### src/rtl/microseq.sv
// Am2910-style microprogram next-address sequencer: uPC, loop counter R and a
// DEPTH-entry LIFO for subroutine returns and loop starts.
module microseq #(
    parameter int WIDTH = 12,
    parameter int DEPTH = 5
) (
    input  logic             clk,
    input  logic             reset,
    input  logic [3:0]       I,
    input  logic [WIDTH-1:0] D,
    input  logic             CT,
    input  logic             nCCEN,
    input  logic             CI,
    input  logic             nRLD,
    output logic [WIDTH-1:0] Y,
    output logic             nFULL,
    output logic             nPL,
    output logic             nMAP,
    output logic             nVECT
);
    localparam int SPW = $clog2(DEPTH + 1);

    typedef enum logic [3:0] {
        OP_JZ   = 4'd0,  OP_CJS  = 4'd1,  OP_JMAP = 4'd2,  OP_CJP  = 4'd3,
        OP_PUSH = 4'd4,  OP_JSRP = 4'd5,  OP_CJV  = 4'd6,  OP_JRP  = 4'd7,
        OP_RFCT = 4'd8,  OP_RPCT = 4'd9,  OP_CRTN = 4'd10, OP_CJPP = 4'd11,
        OP_LDCT = 4'd12, OP_LOOP = 4'd13, OP_CONT = 4'd14, OP_TWB  = 4'd15
    } op_e;

    logic [WIDTH-1:0] r_upc;
    logic [WIDTH-1:0] r_cnt;
    logic [SPW-1:0]   r_sp;
    logic [WIDTH-1:0] r_stack [DEPTH];

    logic             w_pass;
    logic             w_rnz;
    logic             w_full;
    logic [WIDTH-1:0] w_top;
    logic [SPW-1:0]   w_wr_idx;
    logic [WIDTH-1:0] w_y;
    logic             w_push;
    logic             w_pop;
    logic             w_clr;
    logic             w_rload;
    logic             w_rdec;

    assign w_pass = nCCEN | CT;
    assign w_rnz  = (r_cnt != '0);
    assign w_full = (r_sp == SPW'(DEPTH));

    // Entry k holds stack level k+1; an empty stack reads as zero.
    always_comb begin
        w_top = '0;
        for (int k = 0; k < DEPTH; k++) begin
            if (r_sp == SPW'(k + 1)) begin
                w_top = r_stack[k];
            end
        end
    end

    // When full, a push overwrites the top entry instead of growing.
    assign w_wr_idx = w_full ? SPW'(DEPTH - 1) : r_sp;

    always_comb begin
        w_y     = r_upc;
        w_push  = 1'b0;
        w_pop   = 1'b0;
        w_clr   = 1'b0;
        w_rload = 1'b0;
        w_rdec  = 1'b0;
        case (op_e'(I))
            OP_JZ: begin
                w_y   = '0;
                w_clr = 1'b1;
            end
            OP_CJS: begin
                if (w_pass) begin
                    w_y    = D;
                    w_push = 1'b1;
                end
            end
            OP_JMAP: w_y = D;
            OP_CJP:  w_y = w_pass ? D : r_upc;
            OP_PUSH: begin
                w_push  = 1'b1;
                w_rload = w_pass;
            end
            OP_JSRP: begin
                w_push = 1'b1;
                w_y    = w_pass ? D : r_cnt;
            end
            OP_CJV: w_y = w_pass ? D : r_upc;
            OP_JRP: w_y = w_pass ? D : r_cnt;
            OP_RFCT: begin
                if (w_rnz) begin
                    w_y    = w_top;
                    w_rdec = 1'b1;
                end else begin
                    w_pop = 1'b1;
                end
            end
            OP_RPCT: begin
                if (w_rnz) begin
                    w_y    = D;
                    w_rdec = 1'b1;
                end
            end
            OP_CRTN: begin
                if (w_pass) begin
                    w_y   = w_top;
                    w_pop = 1'b1;
                end
            end
            OP_CJPP: begin
                if (w_pass) begin
                    w_y   = D;
                    w_pop = 1'b1;
                end
            end
            OP_LDCT: w_rload = 1'b1;
            OP_LOOP: begin
                if (w_pass) begin
                    w_pop = 1'b1;
                end else begin
                    w_y = w_top;
                end
            end
            OP_CONT: w_y = r_upc;
            OP_TWB: begin
                if (w_rnz && !w_pass) begin
                    w_y    = w_top;
                    w_rdec = 1'b1;
                end else if (!w_rnz && !w_pass) begin
                    w_y   = D;
                    w_pop = 1'b1;
                end else begin
                    w_pop = 1'b1;
                end
            end
            default: w_y = r_upc;
        endcase
    end

    assign Y     = w_y;
    assign nFULL = ~w_full;
    assign nMAP  = (I != 4'd2);
    assign nVECT = (I != 4'd6);
    assign nPL   = (I == 4'd2) || (I == 4'd6);

    always_ff @(posedge clk or posedge reset) begin
        if (reset) begin
            r_upc <= '0;
            r_cnt <= '0;
            r_sp  <= '0;
        end else begin
            r_upc <= w_y + WIDTH'(CI);
            // An external R load wins over both decrement and LDCT/PUSH loads.
            if (!nRLD || w_rload) begin
                r_cnt <= D;
            end else if (w_rdec) begin
                r_cnt <= r_cnt - WIDTH'(1);
            end
            if (w_clr) begin
                r_sp <= '0;
            end else if (w_push && !w_full) begin
                r_sp <= r_sp + SPW'(1);
            end else if (w_pop && (r_sp != '0)) begin
                r_sp <= r_sp - SPW'(1);
            end
        end
    end

    generate
        for (genvar gi = 0; gi < DEPTH; gi++) begin : g_stack
            always_ff @(posedge clk or posedge reset) begin
                if (reset) begin
                    r_stack[gi] <= '0;
                end else if (w_push && (w_wr_idx == SPW'(gi))) begin
                    r_stack[gi] <= r_upc;
                end
            end
        end
    endgenerate

endmodule

### config.mk
export PLATFORM = sky130hd
export DESIGN_NAME = microseq
export DESIGN_NICKNAME = d
export VERILOG_FILES = /design/src/rtl/microseq.sv
export SDC_FILE = /design/constraint.sdc
export NUM_CORES = 1
export LEC_CHECK = 0
export ABC_AREA = 1
export BUFFER_PORTS_ARGS = -buffer_cell sky130_fd_sc_hd__buf_2
export CORE_MARGIN = 2
export CORE_UTILIZATION = 49
export DETAILED_ROUTE_END_ITERATION = 6
export PLACE_DENSITY = 0.64
export SLEW_MARGIN = 10
export SYNTH_ARGS = -nofsm -noshare
export SYNTH_HDL_FRONTEND = slang
export SYNTH_SLANG_ARGS = --single-unit
export TNS_END_PERCENT = 20
### constraint.sdc
create_clock -name clk -period 5.9 [get_ports clk]
set_input_delay 0.295 -clock clk [delete_from_list [all_inputs] [get_ports clk]]
set_output_delay 0.295 -clock clk [all_outputs]
set_load 0.05 [all_outputs]
* Word level (Yosys, flattened, before mapping)
Index checks and enable logic that the tools add are counted.
** Word-level totals
- Output and inout bits :: 16
- Memory bits (writable) :: 0
- Bits in read-only memories :: 0
- Latch bits :: 0
- Bits of input ports :: 22
- Logic and storage cells :: 95
- Memories :: 0
- Register bits :: 87
** Cells by class
- Mux-type cells :: 30
- $mul :: 0
- Divide/modulo/power cells :: 0
- Bitwise operators :: 2
- Equality and inequality tests :: 25
- Reduce and logical (&&, ||, !) cells :: 26
- $lt $le $gt $ge :: 0
- Shift-type cells :: 0
- Add/sub/neg operators :: 4
** Operators with widths (number)
- 12-bit 2-to-1 mux :: 15
- 12-bit case mux with 9 select lines :: 1
- 4-bit equality test, second input constant :: 7
- 4-bit by 3-bit equality test with 1-bit output, second input constant :: 4
- 12-bit by 1-bit adder with 12-bit output :: 1
- 3-bit by 2-bit equality test with 1-bit output, second input constant :: 4
- 3-bit 2-to-1 mux :: 4
- 12-bit nonzero test :: 1
- 12-bit by 1-bit subtractor with 12-bit output, second input constant :: 1
- 3-bit equality test, second input constant :: 3
- 1-bit logical AND :: 9
- 4-bit by 2-bit equality test with 1-bit output, second input constant :: 2
- 3-bit by 1-bit equality test with 1-bit output, second input constant :: 2
- 1-bit 2-to-1 mux :: 6
- 1-bit case mux with 2 select lines :: 3
- 3-bit nonzero test :: 2
- 2-bit OR reduction :: 3
- 4-bit by 1-bit equality test with 1-bit output, second input constant :: 1
- 1-bit logical NOT :: 4
- 4-bit logical NOT :: 1
- 4-bit by 2-bit != test with 1-bit output, second input constant :: 1
- 4-bit by 3-bit != test with 1-bit output, second input constant :: 1
- 4-bit OR reduction :: 1
- 3-bit by 1-bit adder with 3-bit output, second input constant :: 1
- 8 further kinds :: 9

* Depth between registers and ports, before layout
- Word-level depth :: 9
- Mapped depth :: 22
- Gate-level depth less buffers :: 21

* Least setup slack after synthesis
Ideal clock, no wire load.
- Path type :: register to register
- Start :: register r_sp[1]
- End :: register r_upc[8]
- Data required time :: 5.780 ns
- Path buffers :: 1
- Period minus slack after synthesis :: 4.004 ns
- Setup time :: 0.120 ns
- Slack :: 1.896 ns
- Cell stages (with the launch flop) :: 18
- Data arrival time :: 3.883 ns
- Path through :: dfrtp_1 -> inv_1 -> ha_1 -> nand2_2 -> clkbuf_1 -> o21ai_0 -> nand2_1 -> nand3_1 -> a22oi_1 -> nor2_1 -> a21oi_1 -> ha_1 -> ha_1 -> nand2_1 -> nor2_2 -> nand2_1 -> nand2_1 -> nand2_1
** Between the ends
- Cells in the longest elaborated chain, start to end :: 9
- Elaborated cells between the ends (all ways) :: 16
- Classes of those cells :: 1 x add/sub; 5 x eq/ne; 10 x mux
** Ends and longest elaborated chain
- start: declaration :: RTL line 32 : logic [SPW-1:0] r_sp;
- start signal: assignment :: RTL line 166 : r_sp <= r_sp + SPW'(1);
- start signal: assignment :: RTL line 168 : r_sp <= r_sp - SPW'(1);
- 3-bit by 1-bit equality test with 1-bit output :: RTL line 55 : if (r_sp == SPW'(k + 1)) begin
- 12-bit 2-to-1 mux (4 in series) :: RTL line 55
- 12-bit 2-to-1 mux * :: RTL line 55
- 12-bit 2-to-1 mux (on tied branches)
- 12-bit case mux with 9 select lines * :: RTL line 71 : case (op_e'(I))
- net Y[0] :: RTL line 15 : output logic [WIDTH-1:0] Y,
- 12-bit by 1-bit adder with 12-bit output * :: RTL line 156 : r_upc <= w_y + WIDTH'(CI);
- end signal: assignment :: RTL line 156
- end: declaration :: RTL line 30 : logic [WIDTH-1:0] r_upc;
The timed path passes the listed nets; every way through them passes the cells marked *.
A chain may end at the register's enable or synchronous reset.

* Worst setup path after layout
- Start :: register r_sp[0]
- End :: register r_upc[8]
** Between the ends
- Cells in the longest elaborated chain, start to end :: 9
- Elaborated cells between the ends (all ways) :: 16
- Classes of those cells :: 1 x add/sub; 5 x eq/ne; 10 x mux
** Ends and longest elaborated chain (RTL line)
- 3-bit by 1-bit equality test with 1-bit output :: 55
- 12-bit 2-to-1 mux (4 in series) :: 55
- 12-bit 2-to-1 mux * :: 55
- 12-bit 2-to-1 mux (on tied branches)
- 12-bit case mux with 9 select lines * :: 71
- 12-bit by 1-bit adder with 12-bit output * :: 156
Mark *: on every way between the ends. The rest lies on a longest branch, timed or not.

==> impl_metrics.toml <==
[sta]
slew_headroom_pct = 29.4
slew_violations = 0
fmax_mhz = 257
rsz0062_at_grt = "no"
whs_ns = 0.206
setup_violations = 0
worst_pin_slew_ns = 1.06
setup_tns_ns = 0
clock_skew_ns = 0.00856
hold_viol_final = 0
fin_crit_sh_pct = 66.0
period_minus_slack_ns = 3.89

[clock_tree]
htree_levels = 3
cts_hold_buf = 1
cts_made_buffers = 9
clock_sinks = 87
ctsLongestPathBuffers = 2
tritoncts = "built"
clkTransAtPathRegs_ns = 0.06
postCtsSetupRepairBufs = 0
clockRootBuffer = "clkbuf_16"
cts_resized = 0
clkLatencyLatePin_ns = 0.35

[detailed_routing]
detail_route.drc_violations = 0
drt_first_pass_iters = 6
drt_iter0_drc = 640
routed_wl_mm = 19.2
ant_nets = 0
vias_per_cell = 5.35
wire_per_inst_um = 16.2
vias = 6344

[global_route]
grt_pass1_vias = 5885
grt_use_total_pct = 28.0
grt_max_degree = 76
grt_pass1_wl_mm = 31.2
antenna_found_initial = 0
grt_overflow = 0

[final_layout]
drive_above_1_share_pct = 11.5
fin_area_um2 = 7040
nNetsFinal = 1037
area_growth_syn_to_layout_pct = 8.38
antennaDiodeCount = 0
fin_util_pct = 53.8
layout.cells.non_filler = 1185

[die]
die_x_um = 119
rows = 42
start_util_pct = 49.6
die_height_um = 119
fp.dieArea_um2 = 14200
core_area_um2 = 13100
pin_count = 38

[critical_path]
reg2reg_depth = 21
start_kind = "register"
cp.required_ns = 6.14
setup.worst_path.class = "register to register"
crit_path_end_kind = "register"
worstPathArrival_ns = 4.14
crit_fanout = 13

[synth]
synth_xor_area_share_pct = 1.75
syn-num-nets = 1025
synth_area_um2 = 6490
synth_seq_cells = 87
ys_warn_count = 0
synthAdderAreaFrac_pct = 2.12
synth_top_family_by_area = "simple AND/OR/NAND/NOR gates"
synth-simple-area-share_pct = 39.6
synthArstFlopShare_pct = 100
synth_edf_count = 0
syn-instance-count = 992
yosysSeqAreaShare_pct = 33.5
synth_cell_types = 44
synth_compound_area_share_pct = 13.9
synth_mux_area_share_pct = 0
synthFlopType = "dfrtp_1"
synth_area_per_cell_um2 = 6.54

[hold_path]
worstHoldPathType = "primary input to register"
min_path_cells = 2

[placement]
hpwl_mm = 13.9
portBuffers = 37
place_inst = 1168
placed_area_um2 = 6710
gp_congestion = 0.921

[run_status]
status = "finished, final reports clean"

[flow_run]
maxCapViolations = 0

[pwr]
ir_worst_vdd_mv = 0.172
p_per_area_nw_per_um2 = 385
leakage_nw = 3.66
final cells by class:
class | instances | area, um2
fill | 1319 | 6050
multi-input combinational | 764 | 3720
sequential | 87 | 2180
inverter | 101 | 383
clock buffer | 11 | 253
tap | 176 | 220
timing repair buffer | 41 | 218
clock inverter | 5 | 63.8
worst paths after layout:
path,start,end,slack [ns]
max,r_sp[0],r_upc[8],2.01
min,CI,r_upc[0],0.21
max reg2reg,r_sp[0],r_upc[8],2.01
min reg2reg,r_stack[2],r_stack[2],0.48
max in group asynchronous,reset,r_upc[3],4.27
min in group asynchronous,reset,r_cnt[0],0.41
per-stage QoR:
step	setup WS, ns	power, W
CTS	2.02	0.00272
global placement	2.12	0.00208
global route	1.60	0.00292
detailed placement	2.05	0.00209
floorplan	1.90	0.00180
finish	2.01	0.00271
logic make-up after synthesis:
| group | count (synthesis) |
|---|---|
| and+or+nand+nor | 581 |
| AOI/OAI and AO/OA | 159 |
| buffers and inverters | 141 |
| DFF | 87 |
| xor gates and xnor gates | 13 |
| adders and majority gates | 11 |
flip-flops by register name, summed over array words and instances, names as in the netlist:
| register | cells |
|---|---|
| r_stack | 60 |
| r_cnt | 12 |
| r_sp | 3 |
| r_upc | 12 |
placed cells by master (no fill, tap or decap), types with 4 or more instances in the layout:
| master | Yosys | layout |
|---|---|---|
| nand2_1 | 325 | 325 |
| nand4_1 | 13 | 13 |
| dfrtp_1 | 87 | 87 |
| o211ai_1 | 21 | 21 |
| o21ai_1 | 6 | 6 |
| inv_2 | 7 | 7 |
| nor3_1 | 4 | 4 |
| xor2_1 | 13 | 13 |
| nor2_4 | 6 | 6 |
| a21oi_1 | 15 | 15 |
| buf_2 | 16 | 37 |
| o21ai_0 | 101 | 101 |
| nand2_2 | 6 | 6 |
| nand3_1 | 79 | 79 |
| nand3_2 | 6 | 6 |
| inv_1 | 93 | 92 |
| nor2_2 | 12 | 12 |
| or2_2 | 10 | 10 |
| clkbuf_16 | 0 | 9 |
| nand3b_1 | 6 | 6 |
| ha_1 | 11 | 11 |
| nor2_1 | 104 | 104 |
worst max-delay path, cell delays in order, from the launching register on:
cell      delay (ns)
dfrtp_1         0.44
inv_1           0.19
ha_1            0.45
inv_1           0.19
nor2_2          0.31
nand2_1         0.09
nand3_1         0.09
o211ai_1        0.10
nand3_1         0.10
o21ai_0         0.19
nand2_1         0.11
nand3_1         0.07
a22oi_1         0.15
nor2_1          0.06
a21oi_1         0.19
ha_1            0.34
ha_1            0.32
nand2_1         0.09
nor2_2          0.15
nand2_1         0.07
nand2_1         0.06
nand2_1         0.05
power by group:
| group | leakage [nW] | switching [W] | total (W) | internal [W] |
|---|---|---|---|---|
| logic | 2.40 | 0.000787 | 0.00112 | 0.000333 |
| registers | 1.11 | 0.000163 | 0.000977 | 0.000814 |
| clock network | 0.152 | 0.000258 | 0.000613 | 0.000355 |
| total | 3.66 | 0.00121 | 0.00271 | 0.00150 |
cells in the mapped netlist, types with 12 or more instances:
cell type	number	share of area (%)
a21oi_1	15	1.2
inv_1	93	5.4
nand2_1	325	19
nand3_1	79	6.1
xor2_1	13	1.8
nor2_2	12	1.2
nand4_1	13	1.3
o211ai_1	21	2.4
o21ai_0	101	7.8
clkbuf_1	15	0.87
nor2_1	104	6.0
dfrtp_1	87	34
buf_2	16	1.2
metal layers:
metal	track usage [%]	part of all wire (%)	wire length [um]	vias up
met5	0	0	0	-
met4	12.3	4.1	788	0
met3	5.08	5.2	999	48
met2	44.2	44	8450	212
met1	37.7	47	8980	2878
li1	-	-	-	3206
No activity file was read; power rests on OpenSTA's default activity.
